$ cat src/rtl/uart_pkg.sv
// Shared constants, FSM state type and byte transform helper
// for the UART echo path.
package uart_pkg;

    localparam logic [1:0] MODE_ECHO  = 2'd0;
    localparam logic [1:0] MODE_UPPER = 2'd1;
    localparam logic [1:0] MODE_CRLF  = 2'd2;

    localparam logic [7:0] ASCII_CR    = 8'h0D;
    localparam logic [7:0] ASCII_LF    = 8'h0A;
    localparam logic [7:0] ASCII_a     = 8'h61;
    localparam logic [7:0] ASCII_z     = 8'h7A;
    localparam logic [7:0] CASE_OFFSET = 8'h20;

    typedef enum logic [2:0] {
        IDLE,
        LOAD,
        WAIT_DONE,
        SEND_LF,
        WAIT_LF
    } tx_state_t;

    function automatic logic [7:0] to_upper8(input logic [7:0] b);
        if (b >= ASCII_a && b <= ASCII_z)
            return b - CASE_OFFSET;
        return b;
    endfunction

endpackage

$ cat src/rtl/sync_fifo.sv
// Single-clock first-word-fall-through FIFO with occupancy output.
// A push while full is taken only when a pop frees a slot that cycle.
module sync_fifo
    import uart_pkg::*;
#(
    parameter int DATA_W = 8,
    parameter int DEPTH  = 16
) (
    input  logic                     clk,
    input  logic                     rst_n,
    input  logic                     push,
    input  logic                     pop,
    input  logic [DATA_W-1:0]        din,
    output logic [DATA_W-1:0]        dout,
    output logic [$clog2(DEPTH):0]   level,
    output logic                     full,
    output logic                     empty
);

    localparam int AW = $clog2(DEPTH);
    localparam int LW = AW + 1;

    logic [DATA_W-1:0] mem [DEPTH];
    logic [LW-1:0]     wr_cnt;
    logic [LW-1:0]     rd_cnt;
    logic              pop_en;
    logic              push_en;

    assign level   = wr_cnt - rd_cnt;
    assign full    = (level == LW'(DEPTH));
    assign empty   = (level == '0);
    assign pop_en  = pop && !empty;
    assign push_en = push && (!full || pop_en);
    assign dout    = mem[rd_cnt[AW-1:0]];

    // Storage array; contents need no reset since pointers gate reads
    always_ff @(posedge clk) begin
        if (push_en)
            mem[wr_cnt[AW-1:0]] <= din;
    end

    // Free-running write/read counters, one extra bit to tell full from empty
    always_ff @(posedge clk or negedge rst_n) begin
        if (!rst_n) begin
            wr_cnt <= '0;
            rd_cnt <= '0;
        end else begin
            if (push_en)
                wr_cnt <= wr_cnt + 1'b1;
            if (pop_en)
                rd_cnt <= rd_cnt + 1'b1;
        end
    end

endmodule

$ cat src/rtl/uart_echo_buffer.sv
// Buffers bytes from uart_rx and replays them to uart_tx2,
// optionally upper-casing or expanding CR into CR LF.
module uart_echo_buffer
    import uart_pkg::*;
#(
    parameter int DATA_W = 8,
    parameter int DEPTH  = 16,
    parameter int LED_W  = 5,
    parameter int OVF_W  = 8
) (
    input  logic                     ICE_CLK,
    input  logic                     ICE_RST_N,
    input  logic                     rx_dv,
    input  logic [DATA_W-1:0]        rx_byte,
    input  logic [1:0]               mode,
    output logic                     tx_start,
    output logic [DATA_W-1:0]        tx_byte,
    input  logic                     tx_done,
    output logic [LED_W-1:0]         leds,
    output logic [$clog2(DEPTH):0]   fifo_level,
    output logic [OVF_W-1:0]         ovf_cnt
);

    tx_state_t         state;
    logic              pop;
    logic              full;
    logic              empty;
    logic [DATA_W-1:0] head;
    logic [DATA_W-1:0] hold;
    logic [DATA_W-1:0] xf;
    logic [1:0]        mode_lat;

    assign pop = (state == IDLE) && !empty;

    sync_fifo #(
        .DATA_W (DATA_W),
        .DEPTH  (DEPTH)
    ) u_fifo (
        .clk   (ICE_CLK),
        .rst_n (ICE_RST_N),
        .push  (rx_dv),
        .pop   (pop),
        .din   (rx_byte),
        .dout  (head),
        .level (fifo_level),
        .full  (full),
        .empty (empty)
    );

    // LEDs mirror the low bits of every received byte, kept or dropped
    always_ff @(posedge ICE_CLK or negedge ICE_RST_N) begin
        if (!ICE_RST_N)
            leds <= '0;
        else if (rx_dv)
            leds <= rx_byte[LED_W-1:0];
    end

    // Count bytes lost to a full FIFO, sticking at all-ones
    always_ff @(posedge ICE_CLK or negedge ICE_RST_N) begin
        if (!ICE_RST_N)
            ovf_cnt <= '0;
        else if (rx_dv && full && !pop && ovf_cnt != '1)
            ovf_cnt <= ovf_cnt + 1'b1;
    end

    // Transform of the popped byte under the mode latched at pop time
    always_comb begin
        xf = hold;
        if (mode_lat == MODE_UPPER)
            xf[7:0] = to_upper8(hold[7:0]);
    end

    // TX sequencer: one byte in flight, optional trailing LF after CR
    always_ff @(posedge ICE_CLK or negedge ICE_RST_N) begin
        if (!ICE_RST_N) begin
            state    <= IDLE;
            tx_start <= 1'b0;
            tx_byte  <= '0;
            hold     <= '0;
            mode_lat <= MODE_ECHO;
        end else begin
            unique case (state)
                IDLE: begin
                    tx_start <= 1'b0;
                    if (!empty) begin
                        hold     <= head;
                        mode_lat <= mode;
                        state    <= LOAD;
                    end
                end
                LOAD: begin
                    tx_byte  <= xf;
                    tx_start <= 1'b1;
                    state    <= WAIT_DONE;
                end
                WAIT_DONE: begin
                    tx_start <= 1'b0;
                    if (tx_done) begin
                        if (mode_lat == MODE_CRLF &&
                            tx_byte == DATA_W'(ASCII_CR))
                            state <= SEND_LF;
                        else
                            state <= IDLE;
                    end
                end
                SEND_LF: begin
                    tx_byte  <= DATA_W'(ASCII_LF);
                    tx_start <= 1'b1;
                    state    <= WAIT_LF;
                end
                WAIT_LF: begin
                    tx_start <= 1'b0;
                    if (tx_done)
                        state <= IDLE;
                end
                default: begin
                    tx_start <= 1'b0;
                    state    <= IDLE;
                end
            endcase
        end
    end

endmodule

$ cat config.mk
export PLATFORM = sky130hd
export DESIGN_NAME = uart_echo_buffer
export DESIGN_NICKNAME = d
export VERILOG_FILES = /design/src/rtl/uart_pkg.sv /design/src/rtl/sync_fifo.sv /design/src/rtl/uart_echo_buffer.sv
export SDC_FILE = /design/constraint.sdc
export NUM_CORES = 1
export LEC_CHECK = 0
export CAP_MARGIN = 40
export CORE_ASPECT_RATIO = 2
export CORE_MARGIN = 3
export CORE_UTILIZATION = 55
export CTS_BUF_LIST = sky130_fd_sc_hd__clkbuf_16
export CTS_CLUSTER_DIAMETER = 40
export DETAILED_ROUTE_END_ITERATION = 8
export PLACE_DENSITY = 0.74
export REMOVE_ABC_BUFFERS = 1
export SETUP_SLACK_MARGIN = 0.4
export SYNTH_ARGS = -nofsm -noshare
export SYNTH_HDL_FRONTEND = slang
export SYNTH_SLANG_ARGS = --single-unit
$ cat constraint.sdc
create_clock -name ICE_CLK -period 4.3 [get_ports ICE_CLK]
set_input_delay 0.86 -clock ICE_CLK [delete_from_list [all_inputs] [get_ports ICE_CLK]]
set_output_delay 0.86 -clock ICE_CLK [all_outputs]
set_load 0.05 [all_outputs]
==> metrics.txt <==
met3 usage 4.55%; DRC Markers 0; Cells after Synth 417; Ports 41; Worst Skew 7.38 ps; endpoints failing hold 0; RSZ-0062 raised after global routing no; worst slew pin tran 920 ps; Die W 86.3 um; initial drt markers 224; die area 0.0144 mm^2; CTS tree built; Setup crit end kind output port; met2 usage 38.7%; Synth cell types 44; power per cell area 759 mW/mm^2; Synth Register Bits 173; leak pwr 3.02 nW; compound-gate portion of the synthesized area 4.48%; Final Util 66.3%; via count 3815; n_diodes 0; Final Wtd Congestion 0.751; Post-synth EDFFs 128; crit path max fanout 5; combinational family with the most area after synthesis multiplexers; number of warnings issued by yosys 0; Post-synth ARST share 26.0%; Wirelength per Cell 21.9 um; hold buffers post-CTS 0; clock-pin slew on the worst setup and hold paths 70 ps; Die H 167 um; cell area after layout 0.00837 mm^2; Worst Setup Start Kind register; sequential element share of the synthesized area 70.1%; Final Cycle Share 85.7%; post-synthesis mux area share 12.1%; antenna violations before repair 0; crit path DAT 2820 ps; Initial Util 56.2%; Post-Synth Adder-Cell Area 2.36%; cell row count 58; Worst slew margin 38.5%; Post-Place Setup Slack 711 ps; share of cells above drive strength 1 20.1%; status finished, final reports clean; final non-filler cell total 637; htree depth 4; Via density 5.99; max-slew violation count 0; DR pass1 iterations 4; PortBufs 40; CTS Buf Count 17; GRT Util Overall 20.9%; total gr overflow 0; count of final setup violators 0; Final ANT Viol Nets 0; Bufs on Longest Clock Path 2; Post-Synth XOR/XNOR Area 2.10%; busiest layer in global routing met2; Tmin final 3680 ps; Core Area 0.0126 mm^2; clk sinks 173; nets@finish 500; setup bufs post-CTS 0; setup ws final 617 ps; Final Power 6.35 mW; Synth Cell Area 0.00709 mm^2; post-DP HPWL 9.71 mm; VDD IR max 767 uV; area grow syn2layout 18.0%; Detailed Route WL 13.9 mm; simple-gate area share of the yosys netlist 7.09%; met1 Use GR 22.4%; number of global-route vias before repair 4141; placed cell count 605; Top FF cell, synth edfxtp_1; Max Clock Freq 272 MHz; total of max-cap violations 0; clock root buffer clkbuf_16; syn avg cell area 17.0 um^2; global-route wire length before repair 22.3 mm; DP Area 0.00772 mm^2; CP Class reg2out; clk_lat worst skew 420 ps; largest net degree at the start of global routing 37; fillcell total 871; required time worst endpoint 3440 ps; worst hold path type in2async
==> report_power, final <==
part,switching (mW),internal [mW]
Clock,0.639,0.983
Combinational,1.49,0.937
Sequential,0.207,2.09
==> metal layers <==
metal  up-vias  part of all wire [%]  wire [um]
met5         -                     0          0
met3        27                   3.2        451
met4         0                   2.4        330
li1       1748                     -          -
met2        96                    59       8180
met1      1944                    36       4960
==> kinds of logic (layout without fill, tap and decap cells) <==
group / after synthesis / in the layout
and+or+nand+nor: 96 / 96
AOI/OAI and AO/OA: 44 / 44
buffers and inverters: 30 / 100
DFF: 173 / 173
adders and majority gates: 13 / 13
muxes: 44 / 44
xor gates and xnor gates: 17 / 17
==> registers in the layout (all words and copies together), names as in the netlist <==
signal and cells:
u_fifo.wr_cnt 5, u_fifo.mem 128, mode_lat 2, tx_start 1, state 3, ovf_cnt 8
tx_byte 8, leds 5, u_fifo.rd_cnt 5, hold 8
==> critical path, cell delays in order, from the launching register on <==
cell and delay [ps]:
dfrtp_1 440, inv_1 110, ha_1 220, fa_1 410, nand2b_1 160, a21oi_1 230, xor2_2 270, inv_1 120
dlygate4sd2_1 440
==> synth_stat cells, drive strengths merged, types with 2 or more instances <==
| cell type | number | area [um^2] |
|---|---|---|
| o31ai | 2 | 28.8 |
| o21ai | 16 | 80.1 |
| nand4 | 7 | 43.8 |
| a21oi | 4 | 20.0 |
| nand4b | 2 | 17.5 |
| mux4 | 32 | 721 |
| or4 | 2 | 15.0 |
| nor2b | 3 | 18.8 |
| ha | 11 | 138 |
| a22o | 9 | 78.8 |
| clkbuf | 8 | 30.0 |
| dfrtp | 45 | 1130 |
| a221oi | 8 | 70.1 |
| nor4 | 4 | 40.0 |
| edfxtp | 128 | 3840 |
| buf | 10 | 53.8 |
| xor2 | 7 | 61.3 |
| nor2 | 23 | 86.3 |
| nor3 | 10 | 50.1 |
| nand2 | 23 | 86.3 |
| mux2 | 11 | 124 |
| xnor2 | 10 | 87.6 |
| and3 | 5 | 31.3 |
| nand3 | 7 | 40.0 |
| inv | 12 | 45.0 |
| nand2b | 6 | 37.5 |
==> cell usage in the layout (no fill, tap or decap), types with 13 or more instances in the layout <==
| cell type | count |
|---|---|
| nand2_1 | 23 |
| dfrtp_1 | 44 |
| mux4_2 | 32 |
| clkdlybuf4s50_1 | 37 |
| o21ai_0 | 15 |
| nor2_1 | 23 |
| edfxtp_1 | 128 |
| buf_4 | 15 |
| clkbuf_16 | 17 |
| inv_1 | 13 |
==> repair_timing <==
action                                  4_1_cts  5_1_grt
gates cloned                                  0        0
gates resized for setup                       1        1
pin swaps                                     0        0
endpoints found under the setup margin        1        1
==> final cells by class <==
cell class / instances / area [um^2] / share of cell area [%]
clock buffers: 17 / 425 / 5.09
clock inverters: 15 / 209 / 2.50
inverters: 12 / 45.0 / 0.538
multi-input cells: 214 / 2000 / 23.9
flip-flops and latches: 173 / 4970 / 59.4
well taps: 150 / 188 / 2.24
repair buffers: 56 / 528 / 6.31
==> path summary, 6_finish.rpt <==
check	startpoint	endpoint	slack, ps	cells past startpoint
worst max register to register	u_fifo.rd_cnt[1]	u_fifo.mem[13][4]	860	9
min in group ICE_CLK	u_fifo.rd_cnt[4]	u_fifo.rd_cnt[4]	490	1
max in group asynchronous	ICE_RST_N	u_fifo.rd_cnt[0]	3370	2
worst min-delay path	ICE_RST_N	state[1]	410	1
worst max-delay path	u_fifo.wr_cnt[0]	fifo_level[4]	620	8
worst min register to register	u_fifo.rd_cnt[4]	u_fifo.rd_cnt[4]	490	1
==> through the flow <==
step / hold slack, ps / setup TNS [ps]
floorplan: 460 / -5860
global placement: 475 / 0
detailed placement: 477 / 0
CTS: 416 / 0
global route: 444 / 0
finish: 414 / 0
Note: power is estimated with default switching activity, not from simulation.
==> variant 1: new RTL, config.mk and constraints unchanged <==
Register the output `ovf_cnt` once more, with the module's reset; this adds one clock of latency there. The other outputs are not delayed to match.
--- a/src/rtl/uart_echo_buffer.sv
+++ b/src/rtl/uart_echo_buffer.sv
@@ -20,6 +20,8 @@
     output logic [$clog2(DEPTH):0]   fifo_level,
     output logic [OVF_W-1:0]         ovf_cnt
 );
+
+    logic [OVF_W-1:0] ovf_cnt_s0;
 
     tx_state_t         state;
     logic              pop;
@@ -58,9 +60,9 @@
     // Count bytes lost to a full FIFO, sticking at all-ones
     always_ff @(posedge ICE_CLK or negedge ICE_RST_N) begin
         if (!ICE_RST_N)
-            ovf_cnt <= '0;
-        else if (rx_dv && full && !pop && ovf_cnt != '1)
-            ovf_cnt <= ovf_cnt + 1'b1;
+            ovf_cnt_s0 <= '0;
+        else if (rx_dv && full && !pop && ovf_cnt_s0 != '1)
+            ovf_cnt_s0 <= ovf_cnt_s0 + 1'b1;
     end
 
     // Transform of the popped byte under the mode latched at pop time
@@ -121,5 +123,13 @@
         end
     end
 
+    always_ff @(posedge ICE_CLK or negedge ICE_RST_N) begin
+        if (!ICE_RST_N) begin
+            ovf_cnt <= '0;
+        end else begin
+            ovf_cnt <= ovf_cnt_s0;
+        end
+    end
+
 endmodule
 
Formal check against the unedited RTL: same outputs for any inputs over 10 cycles, from zero or initial values and one cycle with ICE_RST_N low; that may be too few to reach the edited logic, so the function may still have changed.
==> variant 1 against the original RTL <==
Critical path depth did not move. Sequential cell count is 8 higher. Setup slack gained 0.041 ns. Cell area is 1.8% higher. Total power shrank 0.14%. Non-clock buffer count grew 3. Wire length rose by 0.59%. Combinational power is essentially flat. Synthesized area rose by 2.7%. Count of clock-buffer cells in the layout did not move.
==> variant 1: results (changes against the original RTL) <==
[detailed_routing]
wl_met3_um=476  ; +5.5%
drt_first_iter_violations=258  ; +15%
wl_per_cell_um=21.64  ; -0.97%
met2_length_mm=8.178  ; about the same
wl_met1_mm=5.091  ; +2.7%
dr.max_layer_used=met4
vias_per_cell=6.048  ; +0.98%

[grt]
use_met1=0.2374  ; +0.01361
grt_pass1_vias=4179  ; +0.92%
grt_usage=0.2077  ; -0.0009627
grt_pass1_wl_mm=22.56  ; +1.3%
gr-usage-met3=0.04189  ; -0.003655
use_met2=0.3739  ; -0.01270

[finish]
layout-drive-gt1-share=0.2032  ; +0.001987
nets=510  ; +2.0%
post-route-util=0.6669  ; +0.004423
fill_cells=846  ; -2.9%

[run_status]
status=finished, final reports clean

[logic_synthesis]
synth_commonest_cells=edfxtp_1, dfrtp_1, mux4_2
synth_async_sr_flop_share=0.2928  ; +0.03270
synth_area_leaders=edfxtp_1, dfrtp_1, mux4_2
yosys.cell_types.count=42  ; -4.5%
avgSynthCellArea_um2=17.17  ; +1.0%
synth_seq_area_share=0.7100  ; +0.009066

[power]
power.switching_mw=2.404  ; +2.8%
p_clk_frac=0.240  ; -0.015
p_leak_nw=3.098  ; +2.7%
power_frac_comb=0.384  ; about the same
irDropWorstVdd_mv=0.5068  ; -34%
pwr.group.clock_mw=1.52  ; -6%

[sta]
skew_ns=0.01213  ; +0.004753 ns
whs_ns=0.4470  ; +0.03344 ns
worst_slew_pin_slew_ns=0.8229  ; -0.09684 ns
min_period_ns=3.642  ; -0.04094 ns

[worst_setup_path]
arrival_ns=2.78  ; -0.04 ns
rrSetupSlack_ns=0.90  ; +0.04 ns
cp_slowest_cell=dlygate4sd2_1
cpLargestDelayFamily=buffers and inverters
rr_endpoint=u_fifo.mem[13][5]$_DFFE_PP_
cpPeakStageDelay_ns=0.55  ; +0.11 ns

[placed_design]
place_ws_ns=0.7767  ; +0.06594 ns
place.gp.congestion=0.8211  ; +9.3%
placed_cell_area_um2=7923  ; +2.6%
dp_hpwl_mm=9.555  ; -1.6%
post-place-cells=615  ; +1.7%

variant 1: cell types whose count changed after synthesis, moves of 2 or more:
cell	unedited run	this run
buf_1	2	0
clkbuf_1	8	10
dfrtp_1	45	53
nand2_1	23	25
nand3_1	6	8
nor2_1	23	20
nor4_1	3	6
variant 1: cells by family (layout without fill, tap and decap cells):
group                      count (synthesis)  count (layout)  synth area share
xor gates and xnor gates                  17              17           0.02045
DFF                                      181             181            0.7100
AOI/OAI and AO/OA                         44              44           0.04364
muxes                                     44              44            0.1179
adders and majority gates                 12              12           0.02165
and+or+nand+nor                           96              96           0.06873
buffers and inverters                     30             103           0.01770
variant 1: cell type report:
class | count | area share
clock buffer | 17 | 0.04994
tap | 150 | 0.02203
multi-input combinational | 213 | 0.2337
timing repair buffer | 59 | 0.06272
inverter | 12 | 0.005288
sequential | 181 | 0.6071
clock inverter | 15 | 0.01924
==> variant 2: new RTL, same settings <==
Made on the original files. `DATA_W` is set to 8 in 2 places; all go to 10.
--- a/src/rtl/sync_fifo.sv
+++ b/src/rtl/sync_fifo.sv
@@ -3,7 +3,7 @@
 module sync_fifo
     import uart_pkg::*;
 #(
-    parameter int DATA_W = 8,
+    parameter int DATA_W = 10,
     parameter int DEPTH  = 16
 ) (
     input  logic                     clk,
--- a/src/rtl/uart_echo_buffer.sv
+++ b/src/rtl/uart_echo_buffer.sv
@@ -3,7 +3,7 @@
 module uart_echo_buffer
     import uart_pkg::*;
 #(
-    parameter int DATA_W = 8,
+    parameter int DATA_W = 10,
     parameter int DEPTH  = 16,
     parameter int LED_W  = 5,
     parameter int OVF_W  = 8
Ports: changed (resized rx_byte and tx_byte); port bits go from 41 to 45. The function was not compared with the original's and may differ.
==> variant 2 against the original RTL <==
Total power rose by 11%. Worst hold slack got worse by 0.073 ns. Setup slack got worse by 0.061 ns. Clock skew rose by 0.0020 ns. Synthesized cell count rose by 17%. Cell count rose by 19%. Wire length rose by 17%. Synthesized area rose by 18%. Cell area rose by 16%. Sequential cell count rose by 36. Critical endpoint is now fifo_level[3].
==> variant 2: results (changes against the original RTL) <==
[power]
power.total_mw=7.057  ; +11%
p_leak_nw=3.450  ; +14%
irDropWorstVdd_mv=0.3908  ; -49%
p_int_mw=4.497  ; +12%

[placed_design]
port-buffer-count=44  ; +10%
dp_hpwl_mm=11.10  ; +14%
placed_cell_area_um2=9107  ; +18%
place_ws_ns=0.8470  ; +0.1362 ns
place.gp.congestion=0.8073  ; +7.5%

[grt]
grt_pass1_wl_mm=25.73  ; +16%
grt_usage=0.2022  ; -0.006390
grt_pass1_vias=4704  ; +14%
grt_max_degree=44  ; +19%

[logic_synthesis]
yosys_warnings=0  ; unchanged
synth_seq_area_share=0.7213  ; +0.02044
synth_area_leaders=edfxtp_1, dfrtp_1, mux4_2
synth_edf_count=160  ; +25%
yosys.cell_types.count=42  ; -4.5%
synth_commonest_cells=edfxtp_1, dfrtp_1, nand2_1
synth_async_sr_flop_share=0.2344  ; -0.02567

[worst_setup_path]
cpLargestDelayFamily=buffers and inverters
cp_slowest_cell=clkdlybuf4s50_1
cpPeakStageDelay_ns=0.89  ; +0.45 ns
arrival_ns=2.88  ; +0.06 ns
path_max_fanout=12  ; +7

[finish]
nets=578  ; +16%
layout-drive-gt1-share=0.1744  ; -0.02685
fill_cells=1013  ; +16%
multiInputGateArea_um2=2207  ; +10%
largest_reg_flops=160  ; +25%

[run_status]
status=finished, final reports clean

[detailed_routing]
drt_first_iter_violations=279  ; +25%
wl_mm=16.26  ; +17%
first_pass_iters=5  ; +1

[cts]
cts_max_path_buffers=3  ; +1
cts-buffers-inserted=19  ; +2
cts-root-buf=clkbuf_16
h-tree-depth=1  ; -3
clkLatencyLatePin_ns=0.48  ; +0.06 ns

[sta]
relSlewSlack=0.4207  ; +0.03613
skew_ns=0.009401  ; +0.002021 ns

## variant 2: final timing paths
check                                        startpoint                    endpoint  slack, ns  depth (start not counted)
setup / recovery           u_fifo.wr_cnt[2]$_DFFE_PN0P_               fifo_level[3]       0.56                          5
hold / removal                                ICE_RST_N      ovf_cnt[0]$_DFFE_PN0P_       0.34                          1
max in group asynchronous                     ICE_RST_N         hold[9]$_DFFE_PN0P_       3.42                          2
setup reg to reg           u_fifo.wr_cnt[0]$_DFFE_PN0P_  u_fifo.mem[7][6]$_DFFE_PP_       1.02                          9
hold reg to reg                     hold[8]$_DFFE_PN0P_         hold[8]$_DFFE_PN0P_       0.48                          2
min in group ICE_CLK                hold[8]$_DFFE_PN0P_         hold[8]$_DFFE_PN0P_       0.48                          2
## variant 2: metrics by stage
step | instances | hold slack [ns]
2_1_floorplan | 466 | 0.4489
3_5_place_dp | 722 | 0.4663
5_1_grt | 757 | 0.3613
3_3_place_gp | 720 | 0.4617
4_1_cts | 755 | 0.3495
6_report | 757 | 0.3410
## variant 2: repair_timing
| action | 4_1_cts | 5_1_grt |
|---|---|---|
| hold endpoints to repair | 0 | 0 |
| endpoints found under the setup margin | 1 | 0 |
| resized for setup | 1 | 0 |
| setup buffers | 0 | 0 |
## variant 2: cells by family after synthesis
family / count (synthesis) / synth area share
AND/OR/NAND/NOR: 111 / 0.06181
AO/OA/AOI/OAI: 51 / 0.03891
buffers and inverters: 33 / 0.01571
flip-flops: 209 / 0.7213
multiplexers: 52 / 0.1244
adder cells (fa/ha/maj): 13 / 0.02005
XOR/XNOR: 17 / 0.01781
## variant 2: layer usage
metal / vias up / wire [µm] / track usage
li1: 2019 / - / -
met1: 2245 / 5794 / 0.2259
met2: 106 / 9480 / 0.3840
met3: 39 / 470 / 0.02591
met4: 0 / 518 / 0.07281
met5: - / 0 / 0
## variant 2: final cells by class
cell class | instances | share of cell area
Clock buffer | 19 | 0.04898
Clock inverter | 14 | 0.01147
Inverter | 13 | 0.005026
Multi-Input combinational cell | 244 | 0.2273
Sequential cell | 209 | 0.6213
Tap cell | 195 | 0.02513
Timing Repair Buffer | 63 | 0.06070
## variant 2: power groups by stage
| stage | registers, mW | clock network (mW) | logic [mW] |
|---|---|---|---|
| floorplan | 3.04 | 0 | 1.60 |
| global placement | 2.76 | 0 | 2.65 |
| detailed placement | 2.78 | 0 | 2.72 |
| CTS | 2.75 | 1.63 | 2.73 |
| global route | 2.78 | 1.71 | 2.90 |
| finish | 2.75 | 1.60 | 2.71 |
## variant 2: worst reg2reg max path: stages (launching register included)
cell and delay (ns):
dfrtp_1 0.41, inv_1 0.11, ha_1 0.23, fa_1 0.41
nand2b_1 0.18, a21oi_1 0.17, xnor2_1 0.16, or4b_4 0.34
nand2_1 0.20, nor2_1 0.71
